## config.mk

```make
export PLATFORM = sky130hd
export DESIGN_NAME = vga_timing_gen_flat
export DESIGN_NICKNAME = d
export VERILOG_FILES = /design/src/rtl/vga_timing_gen_if.sv /design/src/rtl/vga_timing_gen.sv /design/src/flat_wrapper.sv
export SDC_FILE = /design/constraint.sdc
export NUM_CORES = 1
export LEC_CHECK = 0
export ABC_AREA = 1
export CAP_MARGIN = 40
export CORE_ASPECT_RATIO = 1.1
export CORE_UTILIZATION = 50
export CTS_BUF_LIST = sky130_fd_sc_hd__clkbuf_8
export CTS_CLUSTER_DIAMETER = 200
export DETAILED_ROUTE_END_ITERATION = 6
export PLACE_DENSITY = 0.72
export SETUP_SLACK_MARGIN = 0.2
export SYNTH_ARGS = -nofsm -noshare
export SYNTH_HDL_FRONTEND = slang
export SYNTH_SLANG_ARGS = --single-unit
```

## constraint.sdc

```tcl
create_clock -name clk -period 1.5 [get_ports clk]
set_input_delay 0.3 -clock clk [delete_from_list [all_inputs] [get_ports clk]]
set_output_delay 0.3 -clock clk [all_outputs]
set_load 0.03 [all_outputs]
```

## src/rtl/vga_timing_gen_if.sv

```systemverilog
// rtl/vga_timing_gen_if.sv - pixel-coordinate and sync bundle from the raster generator
interface vga_timing_gen_if #(
  parameter int w_x = 10,
  parameter int w_y = 9
);
  logic           pixel_strobe;
  logic           hsync;
  logic           vsync;
  logic           display_on;
  logic [w_x-1:0] x;
  logic [w_y-1:0] y;
  logic           frame_start;

  modport master (
    output pixel_strobe, hsync, vsync, display_on, x, y, frame_start
  );

  modport slave (
    input pixel_strobe, hsync, vsync, display_on, x, y, frame_start
  );
endinterface

```

## src/rtl/vga_timing_gen.sv

```systemverilog
// rtl/vga_timing_gen.sv - raster counters with registered coordinate/sync decode
module vga_timing_gen #(
  parameter int clk_mhz       = 50,
  parameter int pixel_mhz     = 25,
  parameter int screen_width  = 640,
  parameter int screen_height = 480,
  parameter int h_front       = 16,
  parameter int h_sync        = 96,
  parameter int h_back        = 48,
  parameter int v_front       = 10,
  parameter int v_sync        = 2,
  parameter int v_back        = 33,
  parameter int w_x           = $clog2(screen_width),
  parameter int w_y           = $clog2(screen_height)
) (
  input  logic             clk,
  input  logic             rst,
  vga_timing_gen_if.master vga
);
  localparam int DIV     = clk_mhz / pixel_mhz;
  localparam int H_TOTAL = screen_width + h_front + h_sync + h_back;
  localparam int V_TOTAL = screen_height + v_front + v_sync + v_back;
  localparam int DW      = (DIV > 1) ? $clog2(DIV) : 1;
  localparam int HW      = $clog2(H_TOTAL);
  localparam int VW      = $clog2(V_TOTAL);

  localparam logic [DW-1:0] DIV_LAST   = DW'(DIV - 1);
  localparam logic [HW-1:0] H_LAST     = HW'(H_TOTAL - 1);
  localparam logic [VW-1:0] V_LAST     = VW'(V_TOTAL - 1);
  localparam logic [HW-1:0] H_VIS      = HW'(screen_width);
  localparam logic [VW-1:0] V_VIS      = VW'(screen_height);
  localparam logic [HW-1:0] H_SYNC_BEG = HW'(screen_width + h_front);
  localparam logic [HW-1:0] H_SYNC_END = HW'(screen_width + h_front + h_sync);
  localparam logic [VW-1:0] V_SYNC_BEG = VW'(screen_height + v_front);
  localparam logic [VW-1:0] V_SYNC_END = VW'(screen_height + v_front + v_sync);

  generate
    if ((DIV < 1) || (clk_mhz % pixel_mhz != 0)) begin : g_bad_div
      $error("vga_timing_gen: clk_mhz must be an integer multiple of pixel_mhz");
    end
  endgenerate

  logic [DW-1:0] div_cnt;
  logic [HW-1:0] hpos;
  logic [VW-1:0] vpos;
  logic          pix_en;
  logic          wrap_pend;

  assign pix_en = (div_cnt == DIV_LAST);

  // wrap_pend marks the wrap edge so frame_start fires only on a real frame wrap, never after reset
  always_ff @(posedge clk) begin
    if (!rst) begin
      div_cnt   <= '0;
      hpos      <= '0;
      vpos      <= '0;
      wrap_pend <= 1'b0;
    end else begin
      div_cnt   <= pix_en ? '0 : div_cnt + DW'(1);
      wrap_pend <= pix_en && (hpos == H_LAST) && (vpos == V_LAST);
      if (pix_en) begin
        if (hpos != H_LAST) begin
          hpos <= hpos + HW'(1);
        end else begin
          hpos <= '0;
          vpos <= (vpos == V_LAST) ? '0 : vpos + VW'(1);
        end
      end
    end
  end

  logic vis;
  logic hs_n;
  logic vs_n;

  always_comb begin
    vis  = (hpos < H_VIS) && (vpos < V_VIS);
    hs_n = !((hpos >= H_SYNC_BEG) && (hpos < H_SYNC_END));
    vs_n = !((vpos >= V_SYNC_BEG) && (vpos < V_SYNC_END));
  end

  always_ff @(posedge clk) begin
    if (!rst) begin
      vga.pixel_strobe <= 1'b0;
      vga.hsync        <= 1'b1;
      vga.vsync        <= 1'b1;
      vga.display_on   <= 1'b0;
      vga.x            <= '0;
      vga.y            <= '0;
      vga.frame_start  <= 1'b0;
    end else begin
      vga.pixel_strobe <= pix_en;
      vga.hsync        <= hs_n;
      vga.vsync        <= vs_n;
      vga.display_on   <= vis;
      vga.x            <= vis ? hpos[w_x-1:0] : '0;
      vga.y            <= vis ? vpos[w_y-1:0] : '0;
      vga.frame_start  <= wrap_pend;
    end
  end
endmodule
```

## src/flat_wrapper.sv

```systemverilog
// flat-port wrapper written by rule: the top's interface ports become plain ports
module vga_timing_gen_flat 
#(
  parameter int clk_mhz       = 50,
  parameter int pixel_mhz     = 25,
  parameter int screen_width  = 640,
  parameter int screen_height = 480,
  parameter int h_front       = 16,
  parameter int h_sync        = 96,
  parameter int h_back        = 48,
  parameter int v_front       = 10,
  parameter int v_sync        = 2,
  parameter int v_back        = 33,
  parameter int w_x           = $clog2(screen_width),
  parameter int w_y           = $clog2(screen_height)
)
  (clk, rst, vga_pixel_strobe, vga_hsync, vga_vsync, vga_display_on, vga_x, vga_y, vga_frame_start);
  vga_timing_gen_if #(.w_x(w_x), .w_y(w_y)) vga_i ();
  input  logic clk;
  input  logic rst;
  output wire logic [$bits(vga_i.pixel_strobe)-1:0] vga_pixel_strobe;
  output wire logic [$bits(vga_i.hsync)-1:0] vga_hsync;
  output wire logic [$bits(vga_i.vsync)-1:0] vga_vsync;
  output wire logic [$bits(vga_i.display_on)-1:0] vga_display_on;
  output wire logic [$bits(vga_i.x)-1:0] vga_x;
  output wire logic [$bits(vga_i.y)-1:0] vga_y;
  output wire logic [$bits(vga_i.frame_start)-1:0] vga_frame_start;
  assign vga_pixel_strobe = vga_i.pixel_strobe;
  assign vga_hsync = vga_i.hsync;
  assign vga_vsync = vga_i.vsync;
  assign vga_display_on = vga_i.display_on;
  assign vga_x = vga_i.x;
  assign vga_y = vga_i.y;
  assign vga_frame_start = vga_i.frame_start;
  vga_timing_gen #(.clk_mhz(clk_mhz), .pixel_mhz(pixel_mhz), .screen_width(screen_width), .screen_height(screen_height), .h_front(h_front), .h_sync(h_sync), .h_back(h_back), .v_front(v_front), .v_sync(v_sync), .v_back(v_back), .w_x(w_x), .w_y(w_y)) u_core (.clk(clk), .rst(rst), .vga(vga_i));
endmodule
```

# Word-level counts from Yosys, hierarchy flattened
# Index checks and enable logic that the tools add are counted.
# totals
wordCells	37
regBits	46
output_inout_bits	24
input_bits	2
# classes
n_bitwise	2
add_sub_neg	3
n_lt_le_gt_ge	6
n_reduce_logical	10
eq_ne	3
mux	2
# ops
operator	count
$add A10 B1 Y10 const B	2
$eq A10 B10 Y1 const B	2
$lt A10 B10 Y1 const B	2
$lt A10 B9 Y1 const B	2
$mux W10	2
$ge A10 B10 Y1 const B	1
$ge A10 B9 Y1 const B	1
$ne A10 B10 Y1 const B	1
$logic_and A1 B1 Y1	5
$reduce_and A2 Y1	2
$logic_not A1 Y1	2
$not A1 Y1	2
$reduce_or A2 Y1	1
$add A1 B1 Y1 const B	1

# Logic depth before layout (Yosys ltp)
# Gate-level depths: netlist (run 1).
# depth
word_depth	3
depth_mapped	9
ltp_nobuf	9

# Least setup slack after synthesis (run 1)
# OpenSTA, ideal clock, no wires.
# synth_path
path_type	reg2reg
start	reg u_core.hpos[0]
end	reg u_core.vpos[7]
required_ps	1382
setup_ps	118
arrival_time_ps	1213
synth_period_minus_slack_ps	1331
stages_incl_launch_ff	8
slack_ps	169
n_path_buf	1
path_cell_list	dfxtp_1 -> ha_1 -> nand2_2 -> nor2_4 -> nand4_4 -> buf_6 -> nor3_1 -> nor2_1
# synth_via
elab_chain_cells	3
# synth_lines
item	line	source
from (decl)	vga_timing_gen.sv:44	logic [HW-1:0] hpos;
from (signal assigned)	vga_timing_gen.sv:63	hpos <= hpos + HW'(1);
$ne A10 B10 Y1	vga_timing_gen.sv:62	if (hpos != H_LAST) begin
$not A1 Y1 (no line)	--	
$reduce_and A2 Y1 (no line)	--	
to (signal assigned)	vga_timing_gen.sv:66	vpos <= (vpos == V_LAST) ? '0 : vpos + VW'(1);
to (decl)	vga_timing_gen.sv:45	logic [VW-1:0] vpos;
# No other way between the ends.
# A chain may end at the register's enable or synchronous reset.

# Worst setup path in the final report (run 1)
# layout_path
start	reg u_core.hpos[1]
end	reg u_core.vpos[8]
# The elaborated chain is that of the path after synthesis.

==> results of run 1 <==
where the power goes:
part / internal [W] / leakage [nW] / switching (W)
Combinational: 0.0000464 / 0.614 / 0.0000595
Sequential: 0.00123 / 0.375 / 0.0000104
Clock: 0.000365 / 0.0524 / 0.000395
Total: 0.00164 / 1.04 / 0.000465
kinds of logic (layout without fill, tap and decap cells):
kind of cell             count (synthesis)  in the layout
flip-flops                              46             46
adder cells (fa/ha/maj)                  4              4
AO/OA/AOI/OAI                           17             17
XOR/XNOR                                 4              4
buffers and inverters                   36             93
AND/OR/NAND/NOR                        124            124
through the flow:
stage	power [W]	util (%)	TNS [ns]	area, um2	std cells
after floorplan	0.00132	-	0	1830	231
after global placement	0.00136	67.4	-0.309	2300	324
after detailed placement	0.00136	67.4	-0.399	2300	324
after CTS	0.00212	71.3	0	2430	332
after global routing	0.00219	73.0	0	2490	336
final	0.00211	73.0	0	2490	336
Yosys cell counts, types with 2 or more instances:
cell      n
nor2_1   47
buf_4     2
nor2_2    5
nor4_1    2
inv_1    28
nand4_1   6
nand3_1  13
ha_1      4
nand2_1  38
inv_2     2
xor2_1    4
a21oi_1   7
nand3_2   2
o21ai_0   7
dfxtp_1  46
nor3_1    5
final cells by class:
class / instances / area, um2
timing repair buffer: 54 / 414
fill: 280 / 921
clock buffer: 6 / 82.6
multi-input combinational: 149 / 878
inverter: 31 / 118
sequential: 46 / 931
tap: 48 / 60.1
clock inverter: 2 / 8.76
how the worst min path moves through the flow:
stage	from	slack, ns	depth (start not counted)	to
after CTS	u_core.wrap_pend$_SDFF_PN0_	0.42	2	u_core.vga.frame_start$_SDFF_PN0_
after global placement	u_core.wrap_pend$_SDFF_PN0_	0.40	2	u_core.vga.frame_start$_SDFF_PN0_
after floorplan	u_core.wrap_pend$_SDFF_PN0_	0.39	2	u_core.vga.frame_start$_SDFF_PN0_
final	u_core.wrap_pend$_SDFF_PN0_	0.42	2	u_core.vga.frame_start$_SDFF_PN0_
after global routing	u_core.wrap_pend$_SDFF_PN0_	0.44	2	u_core.vga.frame_start$_SDFF_PN0_
after detailed placement	u_core.wrap_pend$_SDFF_PN0_	0.40	2	u_core.vga.frame_start$_SDFF_PN0_
per-layer routing:
| metal | GRT usage [%] | vias to the layer above | share of wire (%) |
|---|---|---|---|
| li1 | - | 836 | - |
| met1 | 30.6 | 731 | 47 |
| met2 | 32.2 | 38 | 46 |
| met3 | 3.74 | 8 | 4.1 |
| met4 | 13.1 | 0 | 2.4 |
| met5 | 0 | - | 0 |
critical path, delay by kind of cell, from the launching register on:
kind,cells,cell delay (ns)
AO/OA/AOI/OAI,1,0.12
flip-flops,1,0.36
adder cells (fa/ha/maj),1,0.16
buffers and inverters,1,0.20
AND/OR/NAND/NOR,5,0.49
timing repair:
item | 4_1_cts | 5_1_grt
resized for setup | 55 | 60
pin swaps | 4 | 12
hold buffers | 0 | 0
gates cloned | 0 | 0
setup endpoints to repair | 34 | 58
buffers inserted | 0 | 4
layout by cell type, fill, tap and decap left out, types with 2 or more instances in the layout:
master,instances
nor2_1,41
dfxtp_1,38
nand2_1,35
inv_1,25
buf_4,23
clkbuf_2,17
nand3_1,13
nor2_4,8
dfxtp_2,8
clkdlybuf4s15_1,7
inv_2,6
nand4_1,6
a21oi_1,6
clkbuf_8,6
buf_6,5
nor2_2,4
o21ai_2,4
nor3_2,4
xor2_1,4
nand2_2,3
o21ai_0,3
clkinv_2,2
nor4_1,2
nor3_1,2
ha_2,2
flip-flops by register name (all words and copies together), names as in the netlist:
signal / cells
u_core.vpos: 10
u_core.vga.x: 10
u_core.vga.frame_start: 1
u_core.vga.hsync: 1
u_core.wrap_pend: 1
u_core.vga.pixel_strobe: 1
u_core.div_cnt: 1
u_core.vga.vsync: 1
u_core.vga.y: 9
u_core.hpos: 10
u_core.vga.display_on: 1
==> metrics.txt, run 1 <==
Layout Skew 0.00357 ns; Overflow after GRT 0; mux cell area share after synthesis 0%; Yosys reg bits 46; post-place setup slack -0.0348 ns; RSZ-0062 raised after global routing true; ranking of synthesized cells by area dfxtp_1, nor2_1, nand2_1, inv_1, nand3_1; IO Pins 26; via-per-instance ratio 4.80; kind of end point of the critical path register; Final ANT Viol Nets 0; largest family of logic cells by synthesized area simple AND/OR/NAND/NOR gates; Pins Over Slew Limit 0; vias in the first global route roughly 1,400; CP required 1.74 ns; Max-Cap Viols 0; leak pwr 1.04 nW; worst min-delay path class reg -> reg; final setup vio count 0; largest net degree at the start of global routing 14; r2r startpoint u_core.hpos[1]$_SDFFE_PN0P_; die footprint 3890 um2; Synth top area share 50.5%; Post-Synth Simple-Gate Area 31.4%; pin slew with the least headroom to its limit approximately 0.30 ns; Worst Path Max Fanout 8; detailed placement HPWL ~2700 um; r2r endpoint u_core.vpos[8]$_SDFFE_PN0P_; Max Clk Rate 720 MHz; port bufs 25; DRT iter0 DRCs 40; FP Rows 22; first-pass GRT wire length between 6000 and 7000 um; Yosys cell types 29; DR pass1 iterations 5; routed wire length 3950 um; fin crit share 92.6%; compound-gate portion of the synthesized area 5.01%; Initial Util around 53%; Synth Cell Area 1820 um2; nets 293; Routed WL per cell 11.8 um; dominant synthesized flop cell dfxtp_1; root buf cell clkbuf_8; r2r worst-path depth 8; Arr. time, crit path about 1.6 ns; number of flops mapped to enable cells by yosys 0; Die Ht 65.3 um; TritonCTS Sinks 46; die span in x between 50 and 60 um; Mapped Cells around 230; Yosys warnings 0; fraction of layout cells with a size suffix above 1 34.7%; Final Critical Period 1.39 ns; worst vdd ir 0.632 mV; PwrDens around 850 nW/um2; Setup crit end u_core.vpos[8]$_SDFFE_PN0P_; Cell Chain, Critical Path ha_4 > nand2_4 > nor2_4 > nand4_4 > buf_12 > o21ai_2 > nand2_1 > nor2_1; slowest stage cell, crit path dfxtp_2; area grow syn2layout 36.7%; asr flop ratio synth 0%; CTS max path bufs 2; clk_lat worst skew 0.30 ns; CTS tree yes; Core ar. 3410 um2; Synth Area in XOR/XNOR 1.92%; Yosys top cell by area dfxtp_1; critical path class reg -> reg; worst reg-to-reg setup slack 0.11 ns; # DRC 0; Vias approximately 1,600; syn_area_per_cell approximately 7.9 um2; Worst Setup Start Kind register; sequential area share after synthesis 50.5%; Rel. slew slack approximately four fifths; antenna cells 0; Final Hold Vio Count 0; initial antenna violation count 0; htree depth 2; status finished clean; gr usage total roughly 22%; final worst setup slack 0.111 ns; CTS Buf Count 5; launch point of the worst path u_core.hpos[1]$_SDFFE_PN0P_; Post-Synth Adder-Cell Area 2.75%; clock slew at reported path FFs 0.08 ns; hold slack approximately 0.42 ns; slowest stage delay, CP 0.36 ns; RD Place Congestion 0.854; syn_nets 237
No activity file was read; power rests on OpenSTA's default activity.
==> inputs of run 2 (changes only) <==
- ABC_AREA: 1 -> not set
- PLACE_DENSITY: 0.72 -> 0.75
==> run 2 against run 1 <==
The run now ends with DRC, setup timing left. Register-to-register slack lost 0.45 ns. Critical path depth decreased by 3. Clock-buffer cell count fell by 1. Clock power up 19%. Final cell count down 16%. Combinational power barely moved. Setup slack got worse by 0.45 ns. First-iteration DRC count up 100%. Utilization is 9.0 points higher. Global-route usage up 1.2 points. Synthesized cell count shrank 20%. Routed wire length grew 22%. Critical endpoint is now u_core.vpos[7]$_SDFFE_PN0P_. Largest cell class unchanged. Largest power group unchanged.
==> metrics.txt, run 2 <==
Logic pwr share 4.6% (-0.4 points); IO Pins 26 (unchanged); sequential area share after synthesis 53.6% (+3.1 points); most common cell in the netlist dfxtp_1; clock slew at reported path FFs 0.08 ns (about the same); Die Ht 63.5 um (-2.8%); Worst Path Max Fanout 3 (-5); asr flop ratio synth 0% (unchanged); port bufs 25 (unchanged); Synth top area share 53.6% (+3.1 points); Yosys warnings 0 (unchanged); commonest non-fill, non-tap cell in the layout dfxtp_1; initial antenna violation count 0 (unchanged); Top Registers u_core.hpos: 10 flops, u_core.vga.x: 10 flops, u_core.vpos: 10 flops; routed wire length 4840 um (+22%); Layout Skew 0.00819 ns (+0.00461 ns); RD Place Congestion 0.825 (-3.4%); vias in the first global route 1,374 (-4.7%); TritonCTS Sinks 46 (unchanged); slowest stage cell, crit path or4_1; final setup vio count 20 (+20); gr usage total 23.4% (+1.2 points); Yosys cell types 29 (unchanged); post-place setup slack -0.290 ns (-0.255 ns); syn_area_per_cell 9.34 um2 (+18%); Mapped Cells 184 (-20%); number of flops mapped to enable cells by yosys 0 (unchanged); final worst setup slack -0.339 ns (-0.450 ns); most frequent cells after synthesis dfxtp_1, nor2_1, and2_1, nand2_1, inv_1; clock share of power 40.4% (+4.4 points); Max Clk Rate 544 MHz (-24%); Initial Util 54.5% (+1.1 points); leak pwr 1.01 nW (-2.8%); Yosys top cell by area dfxtp_1; launch point of the worst path u_core.hpos[0]$_SDFFE_PN0P_; DR pass1 iterations 6 (+1); # DRC 1 (+1); ranking of synthesized cells by area dfxtp_1, and2_1, nor2_1, xnor2_1, ha_1; r2r endpoint u_core.vpos[7]$_SDFFE_PN0P_; Synth Cell Area 1720 um2 (-5.7%); Layout Cells excl Fill 283 (-16%); dominant synthesized flop cell dfxtp_1; Final Critical Period 1.84 ns (+0.450 ns); htree depth 2 (unchanged); Pint 0.00176 W (+7.4%); Routed WL per cell 17.1 um (+45%); hold slack 0.450 ns (+0.0343 ns); setup tns final -3.99 ns (-3.99 ns); Top delay family on crit path simple AND/OR/NAND/NOR gates; Core ar. 3150 um2 (-7.6%); # fillers 176 (-37%); worst reg-to-reg setup slack -0.34 ns (-0.45 ns); Yosys reg bits 46 (unchanged); Hold Path Stages 1 (-1); fin crit share 123% (+30 points); status finished, violations left; slowest stage delay, CP 0.49 ns (+0.13 ns); Net Sw Frac 21.3% (-0.74 points); Setup crit end u_core.vpos[7]$_SDFFE_PN0P_; Cell Chain, Critical Path ha_4 > nand4b_1 > or3_4 > or4_1 > a21oi_1; area grow syn2layout 50.4%; Final ANT Viol Nets 0 (unchanged); kind of end point of the critical path register; detailed placement HPWL 2790 um (+3.4%); most frequent cells in the layout dfxtp_1, buf_4, and2_1, clkbuf_2, clkdlybuf4s15_1; Worst Setup Start Kind register; Final Hold Vio Count 0 (unchanged); worst min-delay path class reg -> reg; via-per-instance ratio 5.55 (+16%); die footprint 3680 um2 (-5.5%); pin slew with the least headroom to its limit 0.494 ns (+0.198 ns); FP Rows 21 (-4.5%); r2r startpoint u_core.hpos[0]$_SDFFE_PN0P_; sequential share of power 55.0% (-3.9 points); clk_lat worst skew 0.29 ns (about the same); DRT iter0 DRCs 80 (+100%); Rel. slew slack 66.6% (-14 points); first-pass GRT wire length 6510 um (+2.7%); WP depth 5 (-3); Sw Pwr 0.000478 W (+2.8%); violated checks DRC, setup timing; worst vdd ir 0.652 mV (+3.2%); CP required 1.72 ns (-0.02 ns); CTS tree yes; nets 254 (-13%); RSZ-0062 raised after global routing true; Vias 1,572 (-2.5%); PwrDens 868 nW/um2 (+2.6%); die span in x 57.9 um (-2.8%); antenna cells 0 (unchanged); Overflow after GRT 0 (unchanged); Pins Over Slew Limit 0 (unchanged); crit path buf inv count 0 (-1); Arr. time, crit path 2.06 ns (+0.43 ns); root buf cell clkbuf_8; CTS max path bufs 2 (unchanged); largest net degree at the start of global routing 16 (+2); Cell Count Post-Placement 265 (-18%); CTS Buf Count 5 (unchanged); r2r worst-path depth 5 (-3); syn_nets 190 (-20%); Max-Cap Viols 0 (unchanged); fraction of layout cells with a size suffix above 1 39.4% (+4.6 points); critical path class reg -> reg
## run 2: cells by family (layout without fill, tap and decap cells)
family	Yosys count	after routing	synth area share, %
xor+xnor	12	12	6.11
flops	46	46	53.6
fa+ha+maj	4	4	2.91
mux	2	2	1.16
compound gates	16	16	5.53
simple gates	88	88	27.1
buf+inv	16	81	3.64
## run 2: cell type report
cell class	count	area, um2	share of cell area (%)
Clock inverter	3	45.0	1.74
Multi-Input combinational cell	122	926	35.8
Tap cell	34	42.5	1.65
Timing Repair Buffer	64	532	20.6
Sequential cell	46	937	36.3
Inverter	9	33.8	1.31
Clock buffer	5	68.8	2.66
## run 2: stage by stage
step	utilization (%)	instance area, um2	total power [W]
6_report	82.0	2580	0.00224
5_1_grt	82.0	2580	0.00230
4_1_cts	77.3	2440	0.00224
3_5_place_dp	70.0	2210	0.00135
3_3_place_gp	70.0	2210	0.00135
2_1_floorplan	-	1740	0.00131
## run 2: per-layer routing
layer	global-route usage, %	routed length (um)	share of wire [%]	up-vias
li1	-	-	-	746
met3	5.34	215	4.4	17
met2	40.1	2520	52	53
met4	8.04	140	2.9	0
met5	0	0	0	-
met1	28.3	1960	40	756
## run 2: power by group through the flow
stage | logic (W) | clock network, W | registers, W
6_report | 0.000103 | 0.000905 | 0.00123
5_1_grt | 0.000110 | 0.000956 | 0.00124
4_1_cts | 0.0000897 | 0.000915 | 0.00124
3_5_place_dp | 0.0000870 | 0 | 0.00126
3_3_place_gp | 0.0000846 | 0 | 0.00126
2_1_floorplan | 0.0000309 | 0 | 0.00127
## run 2: timing repair
| action | CTS | global route |
|---|---|---|
| gates cloned | 0 | 0 |
| pin swaps | 9 | 22 |
| endpoints found under the setup margin | 63 | 58 |
| hold buffers | 0 | 0 |
| buffers inserted | 4 | 6 |
| resized for setup | 62 | 62 |
## run 2: worst min path at each step
stage                                 from                                 to  slack (ns)
6_report       u_core.wrap_pend$_SDFF_PN0_  u_core.vga.frame_start$_SDFF_PN0_        0.45
5_1_grt        u_core.wrap_pend$_SDFF_PN0_  u_core.vga.frame_start$_SDFF_PN0_        0.47
4_1_cts        u_core.wrap_pend$_SDFF_PN0_  u_core.vga.frame_start$_SDFF_PN0_        0.45
3_5_place_dp   u_core.wrap_pend$_SDFF_PN0_  u_core.vga.frame_start$_SDFF_PN0_        0.43
3_3_place_gp   u_core.wrap_pend$_SDFF_PN0_  u_core.vga.frame_start$_SDFF_PN0_        0.43
2_1_floorplan  u_core.wrap_pend$_SDFF_PN0_  u_core.vga.frame_start$_SDFF_PN0_        0.41
==> inputs of run 3 (changes only) <==
- CTS_CLUSTER_SIZE: not set -> 10
==> results of run 3 <==
Final layout, timing and power as in run 2 (identical DEF).
